## src/rtl/clp_out_writeback_pkg.sv

```systemverilog
// Shared types and default sizing for the CLP output writeback stage.
// The state encoding is exported so the layer controller can decode it.
package clp_out_writeback_pkg;

    typedef enum logic [1:0] {
        ST_IDLE = 2'd0,
        ST_RUN  = 2'd1,
        ST_DONE = 2'd2
    } wb_state_e;

    localparam int TM_DEF            = 4;
    localparam int FEATURE_WIDTH_DEF = 8;
    localparam int ADDR_WIDTH_DEF    = 15;
    localparam int FIFO_DEPTH_DEF    = 4;
    localparam int VEC_CNT_W         = 16;

endpackage

```

## src/rtl/clp_out_writeback_wb_vec_fifo.sv

```systemverilog
// Small synchronous FIFO holding whole CLP result vectors.
// The head entry is readable combinationally so the serializer can load it on the pop edge.
module wb_vec_fifo #(
    parameter int WIDTH = 32,
    parameter int DEPTH = 4
) (
    input  logic             clk,
    input  logic             rst,
    input  logic             i_flush,
    input  logic             i_push,
    input  logic [WIDTH-1:0] i_data,
    input  logic             i_pop,
    output logic [WIDTH-1:0] o_data,
    output logic             o_full,
    output logic             o_empty
);
    localparam int PTR_W = $clog2(DEPTH);

    logic [WIDTH-1:0] r_mem [DEPTH];
    logic [PTR_W:0]   r_wr_ptr;
    logic [PTR_W:0]   r_rd_ptr;
    logic             w_do_push;
    logic             w_do_pop;

    // Pointers carry one extra wrap bit to tell full from empty.
    assign o_empty   = (r_wr_ptr == r_rd_ptr);
    assign o_full    = (r_wr_ptr[PTR_W] != r_rd_ptr[PTR_W]) &&
                       (r_wr_ptr[PTR_W-1:0] == r_rd_ptr[PTR_W-1:0]);
    assign w_do_pop  = i_pop && !o_empty;
    assign w_do_push = i_push && (!o_full || w_do_pop);
    assign o_data    = r_mem[r_rd_ptr[PTR_W-1:0]];

    always_ff @(posedge clk) begin
        if (w_do_push) begin
            r_mem[r_wr_ptr[PTR_W-1:0]] <= i_data;
        end
    end

    always_ff @(posedge clk or posedge rst) begin
        if (rst) begin
            r_wr_ptr <= '0;
            r_rd_ptr <= '0;
        end else if (i_flush) begin
            r_wr_ptr <= '0;
            r_rd_ptr <= '0;
        end else begin
            if (w_do_push) r_wr_ptr <= r_wr_ptr + 1'b1;
            if (w_do_pop)  r_rd_ptr <= r_rd_ptr + 1'b1;
        end
    end

endmodule

```

## src/rtl/clp_out_writeback.sv

```systemverilog
// Buffers CLP result vectors and serializes them as 2-feature words into one of
// two ping-pong output feature memories, one word per cycle.
module clp_out_writeback
    import clp_out_writeback_pkg::*;
#(
    parameter int TM            = TM_DEF,
    parameter int FEATURE_WIDTH = FEATURE_WIDTH_DEF,
    parameter int ADDR_WIDTH    = ADDR_WIDTH_DEF,
    parameter int FIFO_DEPTH    = FIFO_DEPTH_DEF
) (
    input  logic                          clk,
    input  logic                          rst,
    input  logic                          start,
    input  logic [ADDR_WIDTH-1:0]         base_addr,
    input  logic [VEC_CNT_W-1:0]          vec_count,
    input  logic                          out_select,
    input  logic                          clp_valid,
    input  logic [TM*FEATURE_WIDTH-1:0]   clp_data,
    output logic                          wr_en_0,
    output logic [ADDR_WIDTH-1:0]         wr_addr_0,
    output logic [2*FEATURE_WIDTH-1:0]    wr_data_0,
    output logic                          wr_en_1,
    output logic [ADDR_WIDTH-1:0]         wr_addr_1,
    output logic [2*FEATURE_WIDTH-1:0]    wr_data_1,
    output logic                          busy,
    output logic                          done,
    output logic                          overflow
);
    localparam int VEC_W  = TM * FEATURE_WIDTH;
    localparam int WORD_W = 2 * FEATURE_WIDTH;
    localparam int WPV    = TM / 2;
    localparam int IDX_W  = (WPV > 1) ? $clog2(WPV) : 1;

    wb_state_e             r_state;
    wb_state_e             w_state_next;
    logic [ADDR_WIDTH-1:0] r_addr;
    logic [VEC_CNT_W-1:0]  r_vec_total;
    logic [VEC_CNT_W-1:0]  r_vec_done_cnt;
    logic [VEC_CNT_W-1:0]  r_push_cnt;
    logic                  r_sel;
    logic                  r_overflow;
    logic [VEC_W-1:0]      r_ser_data;
    logic                  r_ser_valid;
    logic [IDX_W-1:0]      r_ser_idx;

    logic                  w_start_acc;
    logic                  w_run;
    logic                  w_push_req;
    logic                  w_ser_last;
    logic                  w_pop;
    logic                  w_drop;
    logic                  w_wr;
    logic                  w_vec_written;
    logic                  w_final;
    logic                  w_fifo_full;
    logic                  w_fifo_empty;
    logic [VEC_W-1:0]      w_fifo_data;

    assign w_start_acc   = start && (r_state == ST_IDLE);
    assign w_run         = (r_state == ST_RUN);
    // Pushes are capped at the layer's vector count so stray vectors never reach memory.
    assign w_push_req    = clp_valid && w_run && (r_push_cnt != r_vec_total);
    assign w_ser_last    = r_ser_valid && (r_ser_idx == IDX_W'(WPV - 1));
    assign w_pop         = w_run && !w_fifo_empty && (!r_ser_valid || w_ser_last);
    assign w_drop        = w_push_req && w_fifo_full && !w_pop;
    assign w_wr          = w_run && r_ser_valid;
    assign w_vec_written = w_run && w_ser_last;
    assign w_final       = w_vec_written && (r_vec_done_cnt == r_vec_total - VEC_CNT_W'(1));
    assign overflow      = r_overflow;

    wb_vec_fifo #(
        .WIDTH (VEC_W),
        .DEPTH (FIFO_DEPTH)
    ) u_fifo (
        .clk     (clk),
        .rst     (rst),
        .i_flush (w_start_acc),
        .i_push  (w_push_req),
        .i_data  (clp_data),
        .i_pop   (w_pop),
        .o_data  (w_fifo_data),
        .o_full  (w_fifo_full),
        .o_empty (w_fifo_empty)
    );

    always_ff @(posedge clk or posedge rst) begin
        if (rst) begin
            r_state <= ST_IDLE;
        end else begin
            r_state <= w_state_next;
        end
    end

    always_comb begin
        w_state_next = r_state;
        busy         = 1'b0;
        done         = 1'b0;
        case (r_state)
            ST_IDLE: begin
                if (start) w_state_next = ST_RUN;
            end
            ST_RUN: begin
                busy = 1'b1;
                if ((r_vec_total == '0) || w_final) w_state_next = ST_DONE;
            end
            ST_DONE: begin
                done         = 1'b1;
                w_state_next = ST_IDLE;
            end
            default: w_state_next = ST_IDLE;
        endcase
    end

    // Unselected port stays fully at zero so the idle memory sees no address activity.
    always_comb begin
        wr_en_0   = 1'b0;
        wr_addr_0 = '0;
        wr_data_0 = '0;
        wr_en_1   = 1'b0;
        wr_addr_1 = '0;
        wr_data_1 = '0;
        if (w_wr) begin
            if (r_sel) begin
                wr_en_1   = 1'b1;
                wr_addr_1 = r_addr;
                wr_data_1 = r_ser_data[WORD_W-1:0];
            end else begin
                wr_en_0   = 1'b1;
                wr_addr_0 = r_addr;
                wr_data_0 = r_ser_data[WORD_W-1:0];
            end
        end
    end

    always_ff @(posedge clk or posedge rst) begin
        if (rst) begin
            r_addr         <= '0;
            r_vec_total    <= '0;
            r_vec_done_cnt <= '0;
            r_push_cnt     <= '0;
            r_sel          <= 1'b0;
            r_overflow     <= 1'b0;
        end else if (w_start_acc) begin
            r_addr         <= base_addr;
            r_vec_total    <= vec_count;
            r_vec_done_cnt <= '0;
            r_push_cnt     <= '0;
            r_sel          <= out_select;
            r_overflow     <= 1'b0;
        end else begin
            if (w_wr)          r_addr         <= r_addr + ADDR_WIDTH'(1);
            if (w_vec_written) r_vec_done_cnt <= r_vec_done_cnt + VEC_CNT_W'(1);
            if (w_push_req && !w_drop) r_push_cnt <= r_push_cnt + VEC_CNT_W'(1);
            if (w_drop)        r_overflow     <= 1'b1;
        end
    end

    // Loading on the last word of the current vector keeps back-to-back vectors bubble-free.
    always_ff @(posedge clk or posedge rst) begin
        if (rst) begin
            r_ser_data  <= '0;
            r_ser_valid <= 1'b0;
            r_ser_idx   <= '0;
        end else if (w_start_acc) begin
            r_ser_valid <= 1'b0;
            r_ser_idx   <= '0;
        end else if (w_pop) begin
            r_ser_data  <= w_fifo_data;
            r_ser_valid <= 1'b1;
            r_ser_idx   <= '0;
        end else if (w_wr) begin
            if (w_ser_last) begin
                r_ser_valid <= 1'b0;
            end else begin
                r_ser_data <= r_ser_data >> WORD_W;
                r_ser_idx  <= r_ser_idx + IDX_W'(1);
            end
        end
    end

endmodule
```

## config.mk

```make
export PLATFORM = sky130hd
export DESIGN_NAME = clp_out_writeback
export DESIGN_NICKNAME = d
export VERILOG_FILES = /design/src/rtl/clp_out_writeback_pkg.sv /design/src/rtl/clp_out_writeback_wb_vec_fifo.sv /design/src/rtl/clp_out_writeback.sv
export SDC_FILE = /design/constraint.sdc
export NUM_CORES = 1
export LEC_CHECK = 0
export CAP_MARGIN = 20
export CELL_PAD_IN_SITES_DETAIL_PLACEMENT = 1
export CELL_PAD_IN_SITES_GLOBAL_PLACEMENT = 1
export CORE_MARGIN = 3
export CORE_UTILIZATION = 30
export CTS_CLUSTER_SIZE = 25
export DETAILED_ROUTE_END_ITERATION = 10
export GPL_TIMING_DRIVEN = 1
export PLACE_DENSITY = 0.57
export SKIP_LAST_GASP = 1
export SLEW_MARGIN = 10
export SYNTH_ARGS = -nofsm -noshare
export SYNTH_HDL_FRONTEND = slang
export SYNTH_SLANG_ARGS = --single-unit
```

## constraint.sdc

```tcl
create_clock -name clk -period 5.4 [get_ports clk]
set_input_delay 1.62 -clock clk [delete_from_list [all_inputs] [get_ports clk]]
set_output_delay 1.62 -clock clk [all_outputs]
set_load 0.02 [all_outputs]
```

**After elaboration in Yosys (flattened, before gate mapping)**

Memory sizes are Yosys's and may differ from the RTL's.
Index checks and enable logic that the tools add are counted.

- Memories: 1
- Output and inout bits: 67
- Logic and storage cells: 112
- Register bits: 107
- RAM bits: 128

Memory list:

| memory | depth | width | read ports | clocked after memory_dff | write ports | RTL line | text |
|---|---|---|---|---|---|---|---|
| u_fifo.r_mem | 4 | 32 | 1 | 0 | 1 | clp_out_writeback_wb_vec_fifo.sv:19 | `logic [WIDTH-1:0] r_mem [DEPTH];` |

- Reductions and logical operators: 38
- Muxes and demuxes: 42
- $add $sub $neg: 7
- Eq/ne operators: 11
- Bitwise gates (word level): 1

Operators by type and width:

| kind | count |
|---|---|
| 2-to-1 mux 16 bit | 8 |
| 2-to-1 mux 32 bit | 3 |
| 2-to-1 mux 15 bit | 6 |
| adder 16 x 1 -> 16 bit, second input constant | 2 |
| 2-to-1 mux 1 bit | 18 |
| equality test 16 bit | 1 |
| logical NOT 16 bit | 1 |
| inequality test 16 bit | 1 |
| subtractor 16 x 1 -> 16 bit, second input constant | 1 |
| adder 15 x 1 -> 15 bit, second input constant | 1 |
| logical AND 1 bit | 15 |
| nonzero test 2 bit | 7 |
| 2-to-1 mux 3 bit | 4 |
| adder 3 x 1 -> 3 bit, second input constant | 2 |
| AND reduction 2 bit | 3 |
| nonzero test 3 bit | 2 |
| logical NOT 1 bit | 5 |
| 2-to-1 mux 2 bit | 2 |
| inequality test 2 x 1 -> 1 bit, second input constant | 2 |
| case mux 2 bit (2 select lines) | 1 |
| equality test 3 bit | 1 |
| logical OR 1 bit | 3 |
| inequality test 3 x 1 -> 1 bit, second input constant | 1 |
| AND reduction 3 bit | 1 |
| 8 further kinds | 8 |

**Longest topological paths before layout**

Gate-level depths: netlist of the first run.

- Depth in word-level cells: 10
- Gate-level depth with buffers: 10

**Modules after synthesis**

From an unflattened synthesis of the first run, not the netlist that was laid out.

- Cells, all modules: 867
- Area, all modules: 11045.6 um^2

By module, submodules not included:

| module | times used | cells an instance | area an instance (um^2) | seq. area each (um^2) |
|---|---|---|---|---|
| clp_out_writeback | 1 | 646 | 5886.9 | 2527.4 |
| wb_vec_fifo | 1 | 221 | 5158.7 | 3993.8 |

**Worst setup path after synthesis of the first run**

No wires, ideal clock.

- Path type: input to register
- Start: in clp_valid
- End: mem u_fifo.r_mem[1][0] (enable)
- Stages: 4
- Data arrival time: 3629 ps
- Library setup time: 421 ps
- Path slack: 1350 ps
- Cells stage by stage: nand4b_1 > buf_2 > buf_2 > nor2_1

- Cells in the longest elaborated chain, start to end: 5

RTL lines:

| item | RTL line | text |
|---|---|---|
| from (decl) | clp_out_writeback.sv:17 | `input logic clp_valid,` |
| logical AND 1 bit (2 in series) | clp_out_writeback.sv:62 | `assign w_push_req = clp_valid && w_run && (r_push_cnt != r_vec_total);` |
| logical AND 1 bit | clp_out_writeback_wb_vec_fifo.sv:30 | `assign w_do_push = i_push && (!o_full \|\| w_do_pop);` |
| 2-to-1 mux 1 bit | clp_out_writeback_wb_vec_fifo.sv:34 | `if (w_do_push) begin` |
| 2-to-1 mux 1 bit (not written as such) | clp_out_writeback_wb_vec_fifo.sv:35 | `r_mem[r_wr_ptr[PTR_W-1:0]] <= i_data;` |
| to (decl) | clp_out_writeback_wb_vec_fifo.sv:19 |  |

Every way passes these cells.

**Worst setup path after layout of the first run**

- Start: reg r_state[1]
- End: out wr_addr_1[4]

- Cells in the longest elaborated chain, start to end: 3

RTL lines:

| item | RTL line | text |
|---|---|---|
| from (decl) | clp_out_writeback.sv:34 | `wb_state_e r_state;` |
| from (signal assigned) | clp_out_writeback.sv:90 | `r_state <= w_state_next;` |
| equality test 2 x 1 -> 1 bit | clp_out_writeback.sv:60 | `assign w_run = (r_state == ST_RUN);` |
| logical AND 1 bit | clp_out_writeback.sv:66 | `assign w_wr = w_run && r_ser_valid;` |
| 2-to-1 mux 15 bit | clp_out_writeback.sv:122 | `if (w_wr) begin` |
| to (decl) | clp_out_writeback.sv:23 | `output logic [ADDR_WIDTH-1:0] wr_addr_1,` |

Every way passes these cells.

==> impl_metrics.prom, run 1 <==
# TYPE chip_impl_metric gauge
chip_impl_metric{name="cts_hold_buffers",unit=""} 0
chip_impl_metric{name="routed_wirelength",unit="mm"} 27.0
chip_impl_info{name="cts_tree",value="built"} 1
chip_impl_metric{name="synthesis.nets",unit=""} 928
chip_impl_metric{name="post-place-cells",unit=""} 1405
chip_impl_metric{name="hold_path_depth",unit=""} 2
chip_impl_metric{name="via_count_of_the_first_global_routing_pass",unit=""} 7333
chip_impl_metric{name="share_of_cells_above_drive_strength_1",unit="%"} 9.69
chip_impl_metric{name="final_report_max_slew_violation_count",unit=""} 0
chip_impl_metric{name="arrival",unit="ns"} 2.96
chip_impl_info{name="criticalPathCategory",value="flop to primary output"} 1
chip_impl_metric{name="vdd.ir_drop.worst",unit="V"} 0.000290
chip_impl_metric{name="detail_routed_net_length_per_standard_cell",unit="um"} 18.5
chip_impl_metric{name="final.setup.tns",unit="ns"} 0
chip_impl_metric{name="critical_path_depth",unit=""} 5
chip_impl_metric{name="place.gp.congestion",unit=""} 0.728
chip_impl_metric{name="cp_max_fo",unit=""} 32
chip_impl_metric{name="max-slew-margin-rel",unit="%"} 35.1
chip_impl_metric{name="grt.total_usage",unit="%"} 14.2
chip_impl_metric{name="grt_pass1_wl",unit="mm"} 43.0
chip_impl_info{name="path_cells",value="nand2b_1 -> clkinv_1 -> and3_1 -> and2_1 -> clkdlybuf4s50_1"} 1
chip_impl_metric{name="nets",unit=""} 1057
chip_impl_metric{name="path_clk_slew",unit="ns"} 0.06
chip_impl_metric{name="area_inside_the_core_boundary",unit="um2"} 34800
chip_impl_metric{name="synth_largest_type_area_fraction",unit="%"} 36.0
chip_impl_metric{name="pwr_density_cell",unit="nW/um2"} 577
chip_impl_metric{name="pin_count_of_the_biggest_net_entering_global_routing",unit=""} 72
chip_impl_metric{name="std_cell_rows",unit=""} 68
chip_impl_metric{name="worst-endpoint-required",unit="ns"} 3.78
chip_impl_info{name="run_status",value="completed"} 1
chip_impl_metric{name="synth-seq-area-share",unit="%"} 61.1
chip_impl_info{name="clockRootBuffer",value="sky130_fd_sc_hd__clkbuf_16"} 1
chip_impl_info{name="synth_top_area_cell",value="sky130_fd_sc_hd__edfxtp_1"} 1
chip_impl_metric{name="maxCapViolations",unit=""} 0
chip_impl_info{name="critical_path.top_delay_family",value="simple AND/OR/NAND/NOR gates"} 1
chip_impl_metric{name="post_cts_resize_count",unit=""} 0
chip_impl_metric{name="grt_remaining_overflow",unit=""} 0
chip_impl_info{name="worst_setup_path_end_kind",value="primary output"} 1
chip_impl_metric{name="clock_skew",unit="ns"} 0.0147
chip_impl_metric{name="reg2reg_setup_slack",unit="ns"} 2.23
chip_impl_metric{name="globalRouteMet2Util",unit="%"} 22.2
chip_impl_metric{name="clock_tree.htree_level_count",unit=""} 1
chip_impl_metric{name="worstRegToRegCells",unit=""} 6
chip_impl_metric{name="detail_route.first_pass.iterations",unit=""} 4
chip_impl_metric{name="yosys_warnings",unit=""} 0
chip_impl_metric{name="cts_buffers",unit=""} 27
chip_impl_info{name="yosys.cell_count.top_type",value="sky130_fd_sc_hd__edfxtp_1"} 1
chip_impl_info{name="globalRoute.busiestLayer",value="met2"} 1
chip_impl_metric{name="fmax",unit="GHz"} 0.218
chip_impl_metric{name="static-leakage-power",unit="nW"} 5.04
chip_impl_metric{name="period_share",unit="%"} 84.9
chip_impl_metric{name="die-width",unit="um"} 195
chip_impl_metric{name="post_cts.repair.setup_buffers",unit=""} 0
chip_impl_metric{name="avg_synthesized_cell_area",unit="um2"} 12.5
chip_impl_metric{name="final_core_utilization",unit="%"} 38.5
chip_impl_metric{name="syn-instance-count",unit=""} 851
chip_impl_metric{name="drt-vias-per-instance",unit=""} 4.73
chip_impl_metric{name="numClockSinks",unit=""} 235
chip_impl_metric{name="layoutNonFillerInstCount",unit=""} 1457
chip_impl_metric{name="start_util",unit="%"} 30.6
chip_impl_metric{name="dr.first_iter.drc_count",unit=""} 353
chip_impl_metric{name="dieArea",unit="um2"} 37800
chip_impl_metric{name="drcViolationCount",unit=""} 0
chip_impl_metric{name="synthArstFlopShare",unit="%"} 45.5
chip_impl_metric{name="use_met1",unit="%"} 20.9
chip_impl_metric{name="cts_max_path_buffers",unit=""} 3
chip_impl_metric{name="max_slew.worst_pin.slew",unit="ns"} 0.971
chip_impl_metric{name="detailroute.via_count",unit=""} 6886
chip_impl_info{name="min_path_type",value="flop to flop"} 1
chip_impl_metric{name="die_y",unit="um"} 195
chip_impl_info{name="rsz0062_at_grt",value="false"} 1
chip_impl_metric{name="syn-cell-area",unit="um2"} 10700
chip_impl_metric{name="setup_viol",unit=""} 0
chip_impl_metric{name="buffer_ports.inserted",unit=""} 134
chip_impl_metric{name="io_pins",unit=""} 135
chip_impl_info{name="synthTopCellsByCount",value="sky130_fd_sc_hd__edfxtp_1, sky130_fd_sc_hd__nand2_1, sky130_fd_sc_hd__dfrtp_1"} 1
chip_impl_metric{name="antenna_found_initial",unit=""} 0
chip_impl_metric{name="synth_edf_count",unit=""} 128
chip_impl_metric{name="post-route-min-period",unit="ns"} 4.58
chip_impl_info{name="synth.top_cells.by_area",value="sky130_fd_sc_hd__edfxtp_1, sky130_fd_sc_hd__dfrtp_1, sky130_fd_sc_hd__mux4_2, sky130_fd_sc_hd__nand2_1, sky130_fd_sc_hd__and2_1"} 1
chip_impl_metric{name="number_of_flip_flops_and_latches_in_the_synthesized_netlist",unit=""} 235
chip_impl_info{name="dominant_synthesized_flop_cell",value="sky130_fd_sc_hd__edfxtp_1"} 1
chip_impl_metric{name="timing.critical_path.buf_inv",unit=""} 2
chip_impl_info{name="critical_path.startpoint_type",value="flop"} 1
chip_impl_metric{name="clock_insertion_delay_at_the_later_pin_of_the_skew_report",unit="ns"} 0.55
chip_impl_metric{name="ant_nets",unit=""} 0
chip_impl_metric{name="finalHoldViolCount",unit=""} 0
chip_impl_info{name="critical_path.slowest_cell",value="sky130_fd_sc_hd__and3_1"} 1
chip_impl_metric{name="highest_cell_delay_on_the_worst_timing_path",unit="ns"} 0.79
chip_impl_metric{name="dp.final_hpwl",unit="mm"} 18.1
chip_impl_metric{name="synth_cell_type_count",unit=""} 52
chip_impl_metric{name="area_growth_syn_to_layout",unit="%"} 25.6
chip_impl_metric{name="globalRouteMet3Util",unit="%"} 2.20
==> cell usage in the layout, fill, tap and decap left out, drive strengths merged, types with 2 or more instances in the layout <==
cell type and instances:
buf 15, and3 3, nor4b 2, clkbuf 46, a22o 16, nor3 11
nand3b 3, ha 9, and2 65, nand4 13, and4 5, a2111oi 2
xor2 44, nor4 10, nand4b 2, clkinv 3, clkdlybuf4s50 134, or3 4
dfrtp 107, and4b 2, a21oi 9, nand2b 5, o21ai 46, mux4 32
nand2 111, inv 18, mux2i 18, nand3 25, xnor2 35, edfxtp 128
o21a 2, nor2 59
==> final cells by class <==
cell class / count / area [um2]
inverters: 18 / 70.1
flip-flops and latches: 235 / 6520
multi-input cells: 549 / 3900
well taps: 455 / 569
repair buffers: 149 / 1470
clock inverters: 4 / 63.8
diodes: 1 / 2.50
fillers: 3691 / 21400
clock buffers: 46 / 797
==> tightest hold or removal path: stages (launching register included) <==
cell                      delay [ns]
sky130_fd_sc_hd__dfrtp_1        0.35
sky130_fd_sc_hd__nand2_1        0.05
sky130_fd_sc_hd__o21ai_0        0.06
==> final timing paths <==
check / from / endpoint
worst max register to register: u_fifo.r_rd_ptr[0]$_DFFE_PP0P_ / u_fifo.r_mem[3][22]$_DFFE_PP_
worst min-delay path: r_ser_data[8]$_DFFE_PP0P_ / r_ser_data[8]$_DFFE_PP0P_
min in group asynchronous: rst / r_addr[11]$_DFFE_PP0P_
worst min register to register: r_ser_data[8]$_DFFE_PP0P_ / r_ser_data[8]$_DFFE_PP0P_
worst max-delay path: r_state[1]$_DFFE_PP0P_ / wr_addr_1[4]
max in group asynchronous: rst / r_push_cnt[7]$_DFFE_PP0P_
==> per-layer routing <==
metal | share of wire (%) | wire length, um
met1 | 49 | 13100
met2 | 46 | 12400
met3 | 3.8 | 1020
met4 | 1.9 | 501
met5 | 0 | 0
==> flip-flops by register name, summed over array words and instances (netlist names), 3 cells and up <==
signal / flops
r_push_cnt: 16
u_fifo.r_mem: 128
r_addr: 15
u_fifo.r_rd_ptr: 3
r_vec_total: 16
r_ser_data: 32
r_vec_done_cnt: 16
u_fifo.r_wr_ptr: 3
==> per-stage QoR <==
step / cell area (um2) / hold WS [ns] / total power (W) / setup slack (ns)
3_3_place_gp: 12500 / 0.489 / 0.00599 / 1.40
5_1_grt: 13400 / 0.527 / 0.00829 / 0.542
2_1_floorplan: 10700 / 0.455 / 0.00489 / 0.963
4_1_cts: 13400 / 0.501 / 0.00785 / 0.694
6_report: 13400 / 0.496 / 0.00773 / 0.816
3_5_place_dp: 12500 / 0.488 / 0.00606 / 1.29
==> power by group <==
group | internal [W] | switching [W] | leakage, nW
logic | 0.00136 | 0.00171 | 2.08
clock network | 0.00105 | 0.000713 | 0.417
registers | 0.00245 | 0.000448 | 2.54
total | 0.00486 | 0.00287 | 5.04
==> cell families (layout without fill, tap and decap cells) <==
group | Yosys count | in the layout | synth area share (%)
compound gates | 87 | 87 | 5.13
xor+xnor | 79 | 79 | 6.49
fa+ha+maj | 9 | 9 | 1.06
buf+inv | 67 | 217 | 2.55
flops | 235 | 235 | 61.1
mux | 50 | 50 | 8.45
other cells | 0 | 1 | 0
simple gates | 324 | 324 | 15.2
No activity file was read; power rests on OpenSTA's default activity.
==> run 2, diff against run 1 <==
- PLACE_DENSITY: 0.57 -> 0.59
- clock period: 5.4 -> 4.2 ns (I/O delays scaled with it)
==> run 2 against run 1 <==
Effect of this change:
- total power rose by 30%
- utilization up 0.40 points
- critical path depth up 2
- wire length is 1.0% lower
- hold slack better by 0.0095 ns
- final area increased by 1.0%
- die area unchanged
- combinational power up 30%
- cell count is 0.14% higher
- largest cell class unchanged
- largest power group unchanged
- highest routed layer unchanged
==> impl_metrics.prom, run 2 (synthesis gave the netlist of run 1 again) <==
# TYPE chip_impl_metric gauge
chip_impl_metric{name="grt.total_usage",unit="%"} 14.1
chip_impl_metric{name="via_count_of_the_first_global_routing_pass",unit=""} 7346
chip_impl_metric{name="area_inside_the_core_boundary",unit="um2"} 34800
chip_impl_metric{name="hold_path_depth",unit=""} 1
chip_impl_info{name="critical_path.reg2reg.startpoint",value="r_vec_total[0]$_DFFE_PP0P_"} 1
chip_impl_metric{name="setup_viol",unit=""} 0
chip_impl_metric{name="dr.first_iter.drc_count",unit=""} 305
chip_impl_metric{name="drcViolationCount",unit=""} 0
chip_impl_metric{name="grt_remaining_overflow",unit=""} 0
chip_impl_metric{name="post-route-min-period",unit="ns"} 3.89
chip_impl_info{name="cts_tree",value="built"} 1
chip_impl_metric{name="post_cts_resize_count",unit=""} 0
chip_impl_metric{name="vdd.ir_drop.worst",unit="V"} 0.000508
chip_impl_metric{name="comb_power_share",unit="%"} 39.5
chip_impl_metric{name="switchingPower",unit="W"} 0.00372
chip_impl_metric{name="place.gp.congestion",unit=""} 0.714
chip_impl_metric{name="power.share.switching",unit="%"} 36.9
chip_impl_metric{name="max_slew.worst_pin.slew",unit="ns"} 0.994
chip_impl_metric{name="cts_hold_buffers",unit=""} 0
chip_impl_metric{name="seq_power_share",unit="%"} 36.9
chip_impl_info{name="critical_path.startpoint_type",value="flop"} 1
chip_impl_metric{name="buffer_ports.inserted",unit=""} 134
chip_impl_metric{name="start_util",unit="%"} 30.6
chip_impl_info{name="run_status",value="completed"} 1
chip_impl_metric{name="grt_pass1_wl",unit="mm"} 42.8
chip_impl_metric{name="detail_route.first_pass.iterations",unit=""} 4
chip_impl_metric{name="final_core_utilization",unit="%"} 38.9
chip_impl_metric{name="arrival",unit="ns"} 2.63
chip_impl_metric{name="dp.final_hpwl",unit="mm"} 17.9
chip_impl_metric{name="numClockSinks",unit=""} 235
chip_impl_metric{name="die_y",unit="um"} 195
chip_impl_metric{name="drt-vias-per-instance",unit=""} 4.73
chip_impl_info{name="r2r-end",value="r_state[0]$_DFFE_PP0P_"} 1
chip_impl_metric{name="totalPowerFinal",unit="W"} 0.0101
chip_impl_info{name="layout.cells.most_common",value="sky130_fd_sc_hd__clkdlybuf4s50_1"} 1
chip_impl_metric{name="reg2reg_setup_slack",unit="ns"} 1.38
chip_impl_metric{name="period_share",unit="%"} 92.6
chip_impl_info{name="min_path_type",value="flop to flop"} 1
chip_impl_metric{name="antenna_found_initial",unit=""} 0
chip_impl_metric{name="clock_power_share",unit="%"} 23.6
chip_impl_metric{name="detailroute.via_count",unit=""} 6901
chip_impl_metric{name="final_report_max_slew_violation_count",unit=""} 0
chip_impl_metric{name="clock_insertion_delay_at_the_later_pin_of_the_skew_report",unit="ns"} 0.55
chip_impl_metric{name="finalHoldViolCount",unit=""} 0
chip_impl_metric{name="area_growth_syn_to_layout",unit="%"} 26.9
chip_impl_metric{name="clock_tree.htree_level_count",unit=""} 1
chip_impl_metric{name="worstRegToRegCells",unit=""} 9
chip_impl_info{name="worst_setup_path_end_kind",value="primary output"} 1
chip_impl_info{name="clockRootBuffer",value="sky130_fd_sc_hd__clkbuf_16"} 1
chip_impl_metric{name="routed_wirelength",unit="mm"} 26.7
chip_impl_metric{name="detail_routed_net_length_per_standard_cell",unit="um"} 18.3
chip_impl_info{name="hold_path.startpoint",value="r_ser_data[16]$_DFFE_PP0P_"} 1
chip_impl_metric{name="worst-endpoint-required",unit="ns"} 2.94
chip_impl_metric{name="cts_max_path_buffers",unit=""} 3
chip_impl_metric{name="io_pins",unit=""} 135
chip_impl_info{name="layout_common_cells",value="sky130_fd_sc_hd__clkdlybuf4s50_1, sky130_fd_sc_hd__edfxtp_1, sky130_fd_sc_hd__nand2_1"} 1
chip_impl_metric{name="nets",unit=""} 1060
chip_impl_metric{name="internal_power",unit="W"} 0.00636
chip_impl_metric{name="max-slew-margin-rel",unit="%"} 33.5
chip_impl_metric{name="path_clk_slew",unit="ns"} 0.06
chip_impl_metric{name="cts_buffers",unit=""} 28
chip_impl_metric{name="std_cell_rows",unit=""} 68
chip_impl_metric{name="fmax",unit="GHz"} 0.257
chip_impl_metric{name="pwr_density_cell",unit="nW/um2"} 745
chip_impl_info{name="criticalPathCategory",value="flop to primary output"} 1
chip_impl_metric{name="pin_count_of_the_biggest_net_entering_global_routing",unit=""} 49
chip_impl_metric{name="die-width",unit="um"} 195
chip_impl_metric{name="post_cts.repair.setup_buffers",unit=""} 0
chip_impl_metric{name="largest_register_ff_count",unit=""} 128
chip_impl_metric{name="clock_skew",unit="ns"} 0.0224
chip_impl_info{name="hold_path_end",value="r_ser_data[16]$_DFFE_PP0P_"} 1
chip_impl_metric{name="cp_max_fo",unit=""} 31
chip_impl_info{name="rsz0062_at_grt",value="false"} 1
chip_impl_metric{name="static-leakage-power",unit="nW"} 5.10
chip_impl_metric{name="antenna_cells_inserted",unit=""} 0
chip_impl_metric{name="ant_nets",unit=""} 0
chip_impl_metric{name="share_of_cells_above_drive_strength_1",unit="%"} 10.4
chip_impl_metric{name="maxCapViolations",unit=""} 0
chip_impl_metric{name="final.setup.tns",unit="ns"} 0
chip_impl_metric{name="dieArea",unit="um2"} 37800
==> run 2: changes by cell type in the layout (fill, tap and decap cells not counted), sizes merged <==
cell | previous run | this run
clkbuf | 46 | 44
clkinvlp | 0 | 1
clkinv | 3 | 5
buf | 15 | 17
diode | 1 | 0
==> run 2: layout make-up <==
cell class / instances / area, um2
Fill cell: 3692 / 21300
Timing Repair Buffer: 151 / 1540
Inverter: 18 / 70.1
Tap cell: 455 / 569
Multi-Input combinational cell: 549 / 3900
Sequential cell: 235 / 6520
Clock buffer: 44 / 832
Clock inverter: 7 / 93.8
==> run 2: metal layers <==
layer / routed length [um] / track usage [%] / part of all wire, %
met1: 12700 / 19.9 / 48
met2: 12500 / 23.1 / 47
met3: 1050 / 1.98 / 3.9
met4: 426 / 3.06 / 1.6
met5: 0 / 0 / 0
==> run 2: power by group through the flow <==
stage	sequential, W	clock [W]	combinational, W
floorplan	0.00349	0	0.00279
global placement	0.00376	0	0.00395
detailed placement	0.00378	0	0.00402
CTS	0.00374	0.00246	0.00404
global route	0.00382	0.00255	0.00444
finish	0.00372	0.00238	0.00398
==> run 2: worst max path at each step <==
| stage | start | endpoint | slack [ns] | cells past startpoint |
|---|---|---|---|---|
| after floorplan | rst | overflow$_DFFE_PP0P_ | 0.12 | 1 |
| after global placement | r_state[1]$_DFFE_PP0P_ | wr_data_0[4] | 0.95 | 7 |
| after detailed placement | r_state[1]$_DFFE_PP0P_ | wr_data_0[12] | 0.89 | 7 |
| after CTS | r_state[1]$_DFFE_PP0P_ | wr_data_0[12] | 0.26 | 7 |
| after global routing | r_state[1]$_DFFE_PP0P_ | wr_data_0[12] | 0.13 | 7 |
| final | r_state[1]$_DFFE_PP0P_ | wr_data_0[12] | 0.31 | 7 |
==> run 2: worst max-delay path, cell delays in order (launching register included) <==
cell                              delay, ns
sky130_fd_sc_hd__dfrtp_1               0.40
sky130_fd_sc_hd__nand2b_1              0.19
sky130_fd_sc_hd__clkinv_1              0.15
sky130_fd_sc_hd__nand2_1               0.16
sky130_fd_sc_hd__nor2_2                0.11
sky130_fd_sc_hd__buf_4                 0.27
sky130_fd_sc_hd__and2_1                0.18
sky130_fd_sc_hd__clkdlybuf4s50_1       0.61
==> run 2: stage by stage <==
| step | setup slack, ns | cell area, um2 | instances | hold slack [ns] |
|---|---|---|---|---|
| CTS | 0.264 | 13500 | 1458 | 0.509 |
| finish | 0.311 | 13500 | 1459 | 0.506 |
| detailed placement | 0.887 | 12600 | 1407 | 0.496 |
| global route | 0.128 | 13500 | 1459 | 0.519 |
| global placement | 0.946 | 12600 | 1407 | 0.488 |
| floorplan | 0.123 | 10700 | 851 | 0.455 |
